File: config.mk
export PLATFORM = sky130hd
export DESIGN_NAME = mem_burst_ctrl
export DESIGN_NICKNAME = d
export VERILOG_FILES = /design/src/rtl/mem_burst_ctrl.sv
export SDC_FILE = /design/constraint.sdc
export NUM_CORES = 1
export LEC_CHECK = 0
export ABC_CLOCK_PERIOD_IN_PS = 3050
export CORE_MARGIN = 5
export CORE_UTILIZATION = 31
export CTS_BUF_LIST = sky130_fd_sc_hd__clkbuf_4 sky130_fd_sc_hd__clkbuf_8 sky130_fd_sc_hd__clkbuf_16
export DETAILED_ROUTE_END_ITERATION = 16
export DONT_BUFFER_PORTS = 1
export HOLD_SLACK_MARGIN = 0.05
export PLACE_DENSITY_LB_ADDON = 0.2
export SYNTH_ARGS = -nofsm -noshare
export SYNTH_HDL_FRONTEND = slang
export SYNTH_SLANG_ARGS = --single-unit
File: constraint.sdc
create_clock -name clk -period 3.05 [get_ports clk]
set_input_delay 0.61 -clock clk [delete_from_list [all_inputs] [get_ports clk]]
set_output_delay 0.61 -clock clk [all_outputs]
set_load 0.1 [all_outputs]
File: src/rtl/mem_burst_ctrl.sv
// mem_burst_ctrl: burst read/write controller in front of a single-port
// DEPTH x DATA_W word array. One request carries a start address and a beat
// count. Write beats are paced by data_valid. Read beats stream out one per
// cycle with a one-cycle registered latency.
// Optional feature: define MEM_BURST_PARITY_EN to store an even-parity bit
// with every word. This adds the par_inj input and the par_err output.
module mem_burst_ctrl #(
  parameter int DATA_W = 8,
  parameter int ADDR_W = 6,
  parameter int BLEN_W = 4
) (
  input  logic              clk,
  input  logic              rst,
  input  logic              req_valid,
  output logic              req_ready,
  input  logic              wr_rd,
  input  logic [ADDR_W-1:0] addr,
  input  logic [BLEN_W-1:0] burst_len,
  input  logic              data_valid,
  input  logic [DATA_W-1:0] data_in,
  output logic [DATA_W-1:0] data_out,
  output logic              rd_valid,
`ifdef MEM_BURST_PARITY_EN
  input  logic              par_inj,
  output logic              par_err,
`endif
  output logic              busy
);

  localparam int DEPTH = 2**ADDR_W;
`ifdef MEM_BURST_PARITY_EN
  localparam int MEM_W = DATA_W + 1;
`else
  localparam int MEM_W = DATA_W;
`endif

  localparam logic [1:0] IDLE  = 2'd0;
  localparam logic [1:0] WRITE = 2'd1;
  localparam logic [1:0] READ  = 2'd2;

  logic [1:0]        state_q, state_d;
  logic [ADDR_W-1:0] cur_addr_q, cur_addr_d;
  logic [BLEN_W-1:0] beats_left_q, beats_left_d;
  logic [DATA_W-1:0] data_out_q;
  logic              rd_valid_q, rd_valid_d;
  logic              mem_we;
  logic [MEM_W-1:0]  wr_word;
  logic [MEM_W-1:0]  rd_word;

  // Storage is not reset so that an aborted burst leaves earlier beats intact.
  logic [MEM_W-1:0]  mem_q [DEPTH];

`ifdef MEM_BURST_PARITY_EN
  logic par_err_q;
  // The stored bit makes the word's XOR zero. par_inj flips it to test the checker.
  assign wr_word = {(^data_in) ^ par_inj, data_in};
`else
  assign wr_word = data_in;
`endif

  assign rd_word = mem_q[cur_addr_q];

  // Burst sequencing. Both beat states share the address and count update.
  // The beat that sees beats_left == 0 is the last one and returns to IDLE.
  always_comb begin
    state_d      = state_q;
    cur_addr_d   = cur_addr_q;
    beats_left_d = beats_left_q;
    mem_we       = 1'b0;
    rd_valid_d   = 1'b0;
    case (state_q)
      IDLE: begin
        if (req_valid) begin
          cur_addr_d   = addr;
          beats_left_d = burst_len;
          state_d      = wr_rd ? WRITE : READ;
        end
      end
      WRITE: begin
        if (data_valid) begin
          mem_we     = 1'b1;
          cur_addr_d = cur_addr_q + 1'b1;
          if (beats_left_q == '0) state_d = IDLE;
          else                    beats_left_d = beats_left_q - 1'b1;
        end
      end
      READ: begin
        rd_valid_d = 1'b1;
        cur_addr_d = cur_addr_q + 1'b1;
        if (beats_left_q == '0) state_d = IDLE;
        else                    beats_left_d = beats_left_q - 1'b1;
      end
      default: state_d = IDLE;
    endcase
  end

  // Control state and registered read port. data_out holds between reads.
  always_ff @(posedge clk or negedge rst) begin
    if (!rst) begin
      state_q      <= IDLE;
      cur_addr_q   <= '0;
      beats_left_q <= '0;
      data_out_q   <= '0;
      rd_valid_q   <= 1'b0;
    end else begin
      state_q      <= state_d;
      cur_addr_q   <= cur_addr_d;
      beats_left_q <= beats_left_d;
      rd_valid_q   <= rd_valid_d;
      if (rd_valid_d) data_out_q <= rd_word[DATA_W-1:0];
    end
  end

`ifdef MEM_BURST_PARITY_EN
  // The parity flag travels with the read beat and is low when no beat is present.
  always_ff @(posedge clk or negedge rst) begin
    if (!rst) par_err_q <= 1'b0;
    else      par_err_q <= rd_valid_d & (^rd_word);
  end
  assign par_err = par_err_q;
`endif

  // Single-port array write. Only a write beat ever enables it.
  always_ff @(posedge clk) begin
    if (mem_we) mem_q[cur_addr_q] <= wr_word;
  end

  assign req_ready = (state_q == IDLE);
  assign busy      = (state_q != IDLE);
  assign rd_valid  = rd_valid_q;
  assign data_out  = data_out_q;

endmodule

==> metrics, run 1 <==
result of the run finished clean; CTS tree yes; Final Hold Viols 0; die height 271 um; clock-pin slew on the worst setup and hold paths 0.06 ns; vias per cell 5.39; nets@finish 1452; Overall Power 23.5 mW; total CTS buffers 57; Worst-Skew Late Latency 0.62 ns; Post-DP Area 23200 sq um; vias 12622; final worst-path cycle share 97.3%; Slew @ Worst Pin 1.08 ns; crit-path max FO 23; peak supply drop 0.447 mV; post-synth net total 1308; Final Critical Period 2.97 ns; synthesized instance count 1279; Post-Route WL 66.9 mm; FP Rows 95; crit end category register; Synth area leaders edfxtp_1 73%, mux4_2 2.7%, mux2i_1 2.5%; Global Route Usage Sum 17.7%; 1st-pass router iterations 5; CTS Buffer Depth 3; GPL Wtd Cong 0.860; post-synthesis sequential area ratio 75.2%; detailed-route DRC error count 0; Crit Path Class register to register; startpoint types register; # IOs 34; # port buffers 0; Setup WS pre-CTS 0.113 ns; Synth area leader edfxtp_1; Pwr Density 939 nW/um^2; CORE AREA 67400 sq um; leakage power 8.26 nW; hold slack 0.102 ns; P&R area growth vs syn 18.6%; CP required 3.54 ns; slew margin rel. 28.0%; Synth Area per Inst 16.5 sq um; clk_skew 0.0205 ns; CTS root buffer clkbuf_16; Synth Register Bits 533; gr ovfl total 0; Max Slew Vio Count 0; RSZ-0062 raised after global routing no; top achievable clock speed 0.337 GHz; setup_tns 0 ns; H-tree lvl count 2; Routed wire per std cell 28.5 um; Diodes inserted 0; max_cap viols 0; Final Instance Area 25100 sq um; Initial Utilization 31.4%; share of layout cells above drive strength 1 23.5%; post-DP HPWL 43.4 mm; die area 73500 sq um; fillers 6227; initial antenna violation count 0; Synth top area share 72.7%; post-synthesis cell area 21100 sq um; first-pass GRT wire length 95.3 mm; CTS Sinks 533; Yosys cell types 60; # setup viols final 0; Synth async-reset ratio 3.94%; worst min-delay path class input pin to register; Primary FF master, synth edfxtp_1; DR iter-0 viols 1351; maximum number of pins on one net before global-route repair 65; Post-synth EDFFs 512; DRT antenna net count 0; vias in the first global route 12568; setup bufs post-CTS 0; Yosys warnings 0; Die W 271 um; Data arrival, critical path 3.46 ns; PnR worst setup slack 0.0837 ns
==> worst max-delay path, stage by stage, from the launching register on <==
cell and delay (ns):
dfrtp_4 0.65, and2_1 0.38, buf_12 0.21, buf_12 0.15
a221oi_1 0.29, nor2_1 0.08, o21ai_0 0.42, nand4_1 0.16
o41a_1 0.46
==> timing repair <==
action,4_1_cts,5_1_grt
endpoints found under the setup margin,0,2
hold endpoints to repair,21,0
gates resized for setup,0,2
hold buffers,2,0
==> cell usage in the layout (no fill, tap or decap), drive strengths merged, types with 5 or more instances in the layout <==
cell      n
a22oi    42
mux4     26
mux2i    53
edfxtp  512
buf     169
inv      14
nand2    40
mux2     45
a221o    13
nor3     12
nand3    17
o21ai    59
o22ai    18
a31oi     6
a221oi   55
nor2    109
or3       5
clkinv   23
clkbuf   77
dfrtp    21
and2      5
a22o     11
ha        6
nor2b     6
a211oi   10
a21oi    58
==> synth_stat cells, types with 8 or more instances <==
cell	n
a22o_1	11
mux2_2	42
a221oi_1	55
mux4_2	25
o21ai_0	59
a21oi_1	58
o22ai_1	18
edfxtp_1	512
inv_1	10
nand3_1	17
nor3_1	12
a22oi_1	42
a211oi_1	10
a221o_1	13
mux2i_1	53
clkbuf_1	38
nor2_1	109
nand2_1	40
buf_2	28
dfrtp_1	21
buf_4	8
==> registers in the layout, summed over array words and instances, names as in the netlist <==
register / cells
state_q: 2
mem_q: 512
beats_left_q: 4
data_out: 8
cur_addr_q: 6
rd_valid: 1
==> cells by family after synthesis <==
kind of cell / after synthesis / share of synthesized area, %
AO/OA/AOI/OAI: 302 / 9.98
adder cells (fa/ha/maj): 6 / 0.355
buffers and inverters: 98 / 2.23
flip-flops: 533 / 75.2
multiplexers: 124 / 7.71
AND/OR/NAND/NOR: 216 / 4.52
==> metal layers <==
layer	vias to the layer above	part of all wire (%)	GRT usage [%]	wire (um)
met4	0	2.3	4.33	1550
met2	471	46	27.6	30500
li1	5458	-	-	-
met1	6610	45	25.1	29800
met3	83	7.4	4.25	4960
met5	-	0	0	0
==> area by class of cell <==
| cell class | instances | area (sq um) | area share, % |
|---|---|---|---|
| clock buffer | 77 | 1590 | 6.34 |
| sequential | 533 | 15900 | 63.5 |
| multi-input combinational | 648 | 4790 | 19.1 |
| clock inverter | 28 | 235 | 0.938 |
| timing repair buffer | 170 | 1400 | 5.60 |
| tap | 873 | 1090 | 4.36 |
| inverter | 13 | 48.8 | 0.195 |
==> power by group <==
part / switching (mW) / total [mW] / internal [mW]
Clock: 2.83 / 6.81 / 3.97
Combinational: 4.82 / 7.69 / 2.88
Sequential: 0.812 / 9.03 / 8.22
Total: 8.46 / 23.5 / 15.1
==> final timing paths <==
path | startpoint | to | slack (ns) | depth (start not counted)
min in group asynchronous | rst | beats_left_q[3]$_DFFE_PN0P_ | 0.42 | 2
hold reg to reg | beats_left_q[1]$_DFFE_PN0P_ | beats_left_q[1]$_DFFE_PN0P_ | 0.58 | 2
setup / recovery | cur_addr_q[2]$_DFFE_PN0P_ | data_out[4]$_DFFE_PN0P_ | 0.08 | 8
hold / removal | data_in[2] | mem_q[23][2]$_DFFE_PP_ | 0.10 | 0
max in group asynchronous | rst | cur_addr_q[1]$_DFFE_PN0P_ | 2.45 | 2
setup reg to reg | cur_addr_q[2]$_DFFE_PN0P_ | data_out[4]$_DFFE_PN0P_ | 0.08 | 8
==> per-stage QoR <==
stage,utilization (%),cells
after detailed placement,34.4,2235
final,37.2,2342
after CTS,37.2,2342
after global routing,37.2,2342
after floorplan,-,1279
after global placement,34.4,2235
No activity file was read; power rests on OpenSTA's default activity.
==> run 2: changes to the inputs <==
--- a/config.mk
+++ b/config.mk
@@ -5,7 +5,7 @@
 export SDC_FILE = /design/constraint.sdc
 export NUM_CORES = 1
 export LEC_CHECK = 0
-export ABC_CLOCK_PERIOD_IN_PS = 3050
+export ABC_CLOCK_PERIOD_IN_PS = 3700
 export CORE_MARGIN = 5
 export CORE_UTILIZATION = 31
 export CTS_BUF_LIST = sky130_fd_sc_hd__clkbuf_4 sky130_fd_sc_hd__clkbuf_8 sky130_fd_sc_hd__clkbuf_16
==> constraint.sdc (replaced) <==
create_clock -name clk -period 3.7 [get_ports clk]
set_input_delay 0.74 -clock clk [delete_from_list [all_inputs] [get_ports clk]]
set_output_delay 0.74 -clock clk [all_outputs]
set_load 0.1 [all_outputs]
==> run 2 against run 1 <==
Wire length is 0.83% lower. Global-route usage hardly changed. Core utilization is 0.57 points lower. Sequential cell count stayed put. Largest power group unchanged. Critical path type unchanged. First-iteration DRC count is 8.7% lower. Combinational power is 24% lower. Power is 20% lower.
==> metrics, run 2 (synthesis gave the netlist of run 1 again) <==
DR iter-0 viols 1234 (-8.7%); Routed wire per std cell 28.7 um (+0.63%); setup bufs post-CTS 0 (unchanged); CTS Buffer Depth 3 (unchanged); # IOs 34 (unchanged); total CTS buffers 57 (unchanged); Resized cells post-CTS 0 (unchanged); die height 271 um (unchanged); most frequent cells in the layout 512 x edfxtp_1, 128 x buf_4, 107 x nor2_1; GRT Max-Usage Layer met2; CP required 4.20 ns (+0.66 ns); leakage power 8.03 nW (-2.8%); FP Rows 95 (unchanged); max_cap viols 0 (unchanged); Slew @ Worst Pin 1.15 ns (+0.0670 ns); CORE AREA 67400 sq um (unchanged); startpoint types register; 1st-pass router iterations 7 (+2); max incr delay on CP 0.63 ns (-0.02 ns); worst-path cell chain and2_1, a221oi_1, nor2_1, o21ai_0, nand4_1, o41a_1; first-pass GRT wire length 94.9 mm (-0.45%); vias in the first global route 12586 (+0.14%); Final Critical Period 3.14 ns (+0.176 ns); met3 Use GR 4.41% (+0.16 points); P&R area growth vs syn 16.8%; CP max stage cell dfrtp_4; # setup viols final 0 (unchanged); vias 12547 (-0.59%); M2 GR Usage 27.1% (-0.49 points); Max Slew Vio Count 0 (unchanged); vias per cell 5.44 (+0.87%); GPL Wtd Cong 0.858 (-0.20%); gr ovfl total 0 (unchanged); Initial Utilization 31.4% (unchanged); Die W 271 um (unchanged); final worst-path cycle share 84.9% (-12 points); Crit Path Class register to register; Data arrival, critical path 3.65 ns (+0.19 ns); Final Hold Viols 0 (unchanged); Biggest register mem_q; RSZ-0062 raised after global routing no; fillers 6252 (+0.40%); nets@finish 1414 (-2.6%); M1 GR Usage 24.8% (-0.33 points); crit-path max FO 24 (+4.3%); setup_tns 0 ns (unchanged); Post-Route WL 66.3 mm (-0.83%); top achievable clock speed 0.318 GHz (-5.6%); CTS Sinks 533 (unchanged); commonest non-fill, non-tap cell in the layout edfxtp_1; CTS tree yes; initial antenna violation count 1 (+1); crit end category register; CTS root buffer clkbuf_16; Largest register FFs 512 (unchanged); result of the run finished clean; post-DP HPWL 42.0 mm (-3.4%); clock-pin slew on the worst setup and hold paths 0.06 ns (about the same); detailed-route DRC error count 0 (unchanged); Pwr Density 760 nW/um^2 (-19%); Worst-Skew Late Latency 0.63 ns (about the same); worst min-delay path class input pin to register; share of layout cells above drive strength 1 21.6% (-1.9 points); DRT antenna net count 0 (unchanged); die area 73500 sq um (unchanged); # port buffers 0 (unchanged); clk_skew 0.0341 ns (+0.0136 ns); Overall Power 18.8 mW (-20%); slew margin rel. 23.2% (-4.7 points); final core occ 36.6% (-0.57 points); hold-fix buffers at CTS 2 (unchanged); peak supply drop 0.522 mV (+17%); maximum number of pins on one net before global-route repair 65 (unchanged); Global Route Usage Sum 17.6% (-0.047 points); H-tree lvl count 2 (unchanged)
## run 2: cell count changes in the layout (fill, tap and decap cells not counted), moves of 2 or more
cell        change
clkinv_1        -3
buf_4          -31
bufinv_16       -3
clkbuf_4        -8
clkinv_2        +7
clkinvlp_4      +4
clkbuf_8        +2
diode_2         +2
buf_12          -7
## run 2: layout make-up
| type | instances | area (sq um) | share of cell area, % |
|---|---|---|---|
| clock inverters | 35 | 235 | 0.953 |
| clock buffers | 72 | 1580 | 6.41 |
| well taps | 873 | 1090 | 4.42 |
| multi-input cells | 648 | 4780 | 19.4 |
| flip-flops and latches | 533 | 15900 | 64.5 |
| repair buffers | 132 | 1030 | 4.18 |
| inverters | 13 | 48.8 | 0.198 |
| diodes | 2 | 5.00 | 0.0203 |
## run 2: report_power, final
group          internal [mW]  leakage (nW)  total (mW)  switching, mW
Clock                   3.11         0.908        5.48           2.37
Sequential              6.78          4.84        7.45          0.672
Combinational           2.03          2.28        5.83           3.80
## run 2: critical path: cells and delay by family, from the launching register on
family	cells	cell delay [ns]
simple gates	3	0.89
flops	1	0.63
compound gates	3	1.47
## run 2: through the flow
| step | area, sq um | hold slack [ns] | worst slack [ns] | std cells |
|---|---|---|---|---|
| 4_1_cts | 24700 | 0.200 | 0.584 | 2306 |
| 3_5_place_dp | 22800 | 0.445 | 0.601 | 2197 |
| 2_1_floorplan | 21100 | 0.444 | 0.530 | 1279 |
| 6_report | 24700 | 0.222 | 0.558 | 2308 |
| 5_1_grt | 24700 | 0.190 | 0.491 | 2306 |
| 3_3_place_gp | 22800 | 0.445 | 0.674 | 2197 |
## run 2: path summary, 6_finish.rpt
path	startpoint	end	slack, ns	cells past startpoint
setup / recovery	cur_addr_q[2]$_DFFE_PN0P_	data_out[4]$_DFFE_PN0P_	0.56	6
hold / removal	data_in[3]	mem_q[31][3]$_DFFE_PP_	0.22	0
setup reg to reg	cur_addr_q[2]$_DFFE_PN0P_	data_out[4]$_DFFE_PN0P_	0.56	6
hold reg to reg	beats_left_q[1]$_DFFE_PN0P_	beats_left_q[1]$_DFFE_PN0P_	0.57	2
max in group asynchronous	rst	cur_addr_q[0]$_DFFE_PN0P_	2.91	2
min in group asynchronous	rst	cur_addr_q[3]$_DFFE_PN0P_	0.60	2
## run 2: metal layers
layer / wire length [um] / up-vias / share of wire, %
li1: - / 5365 / -
met1: 28800 / 6563 / 43
met2: 30000 / 506 / 45
met3: 5240 / 111 / 7.9
met4: 2180 / 2 / 3.3
met5: 13 / - / 0.020
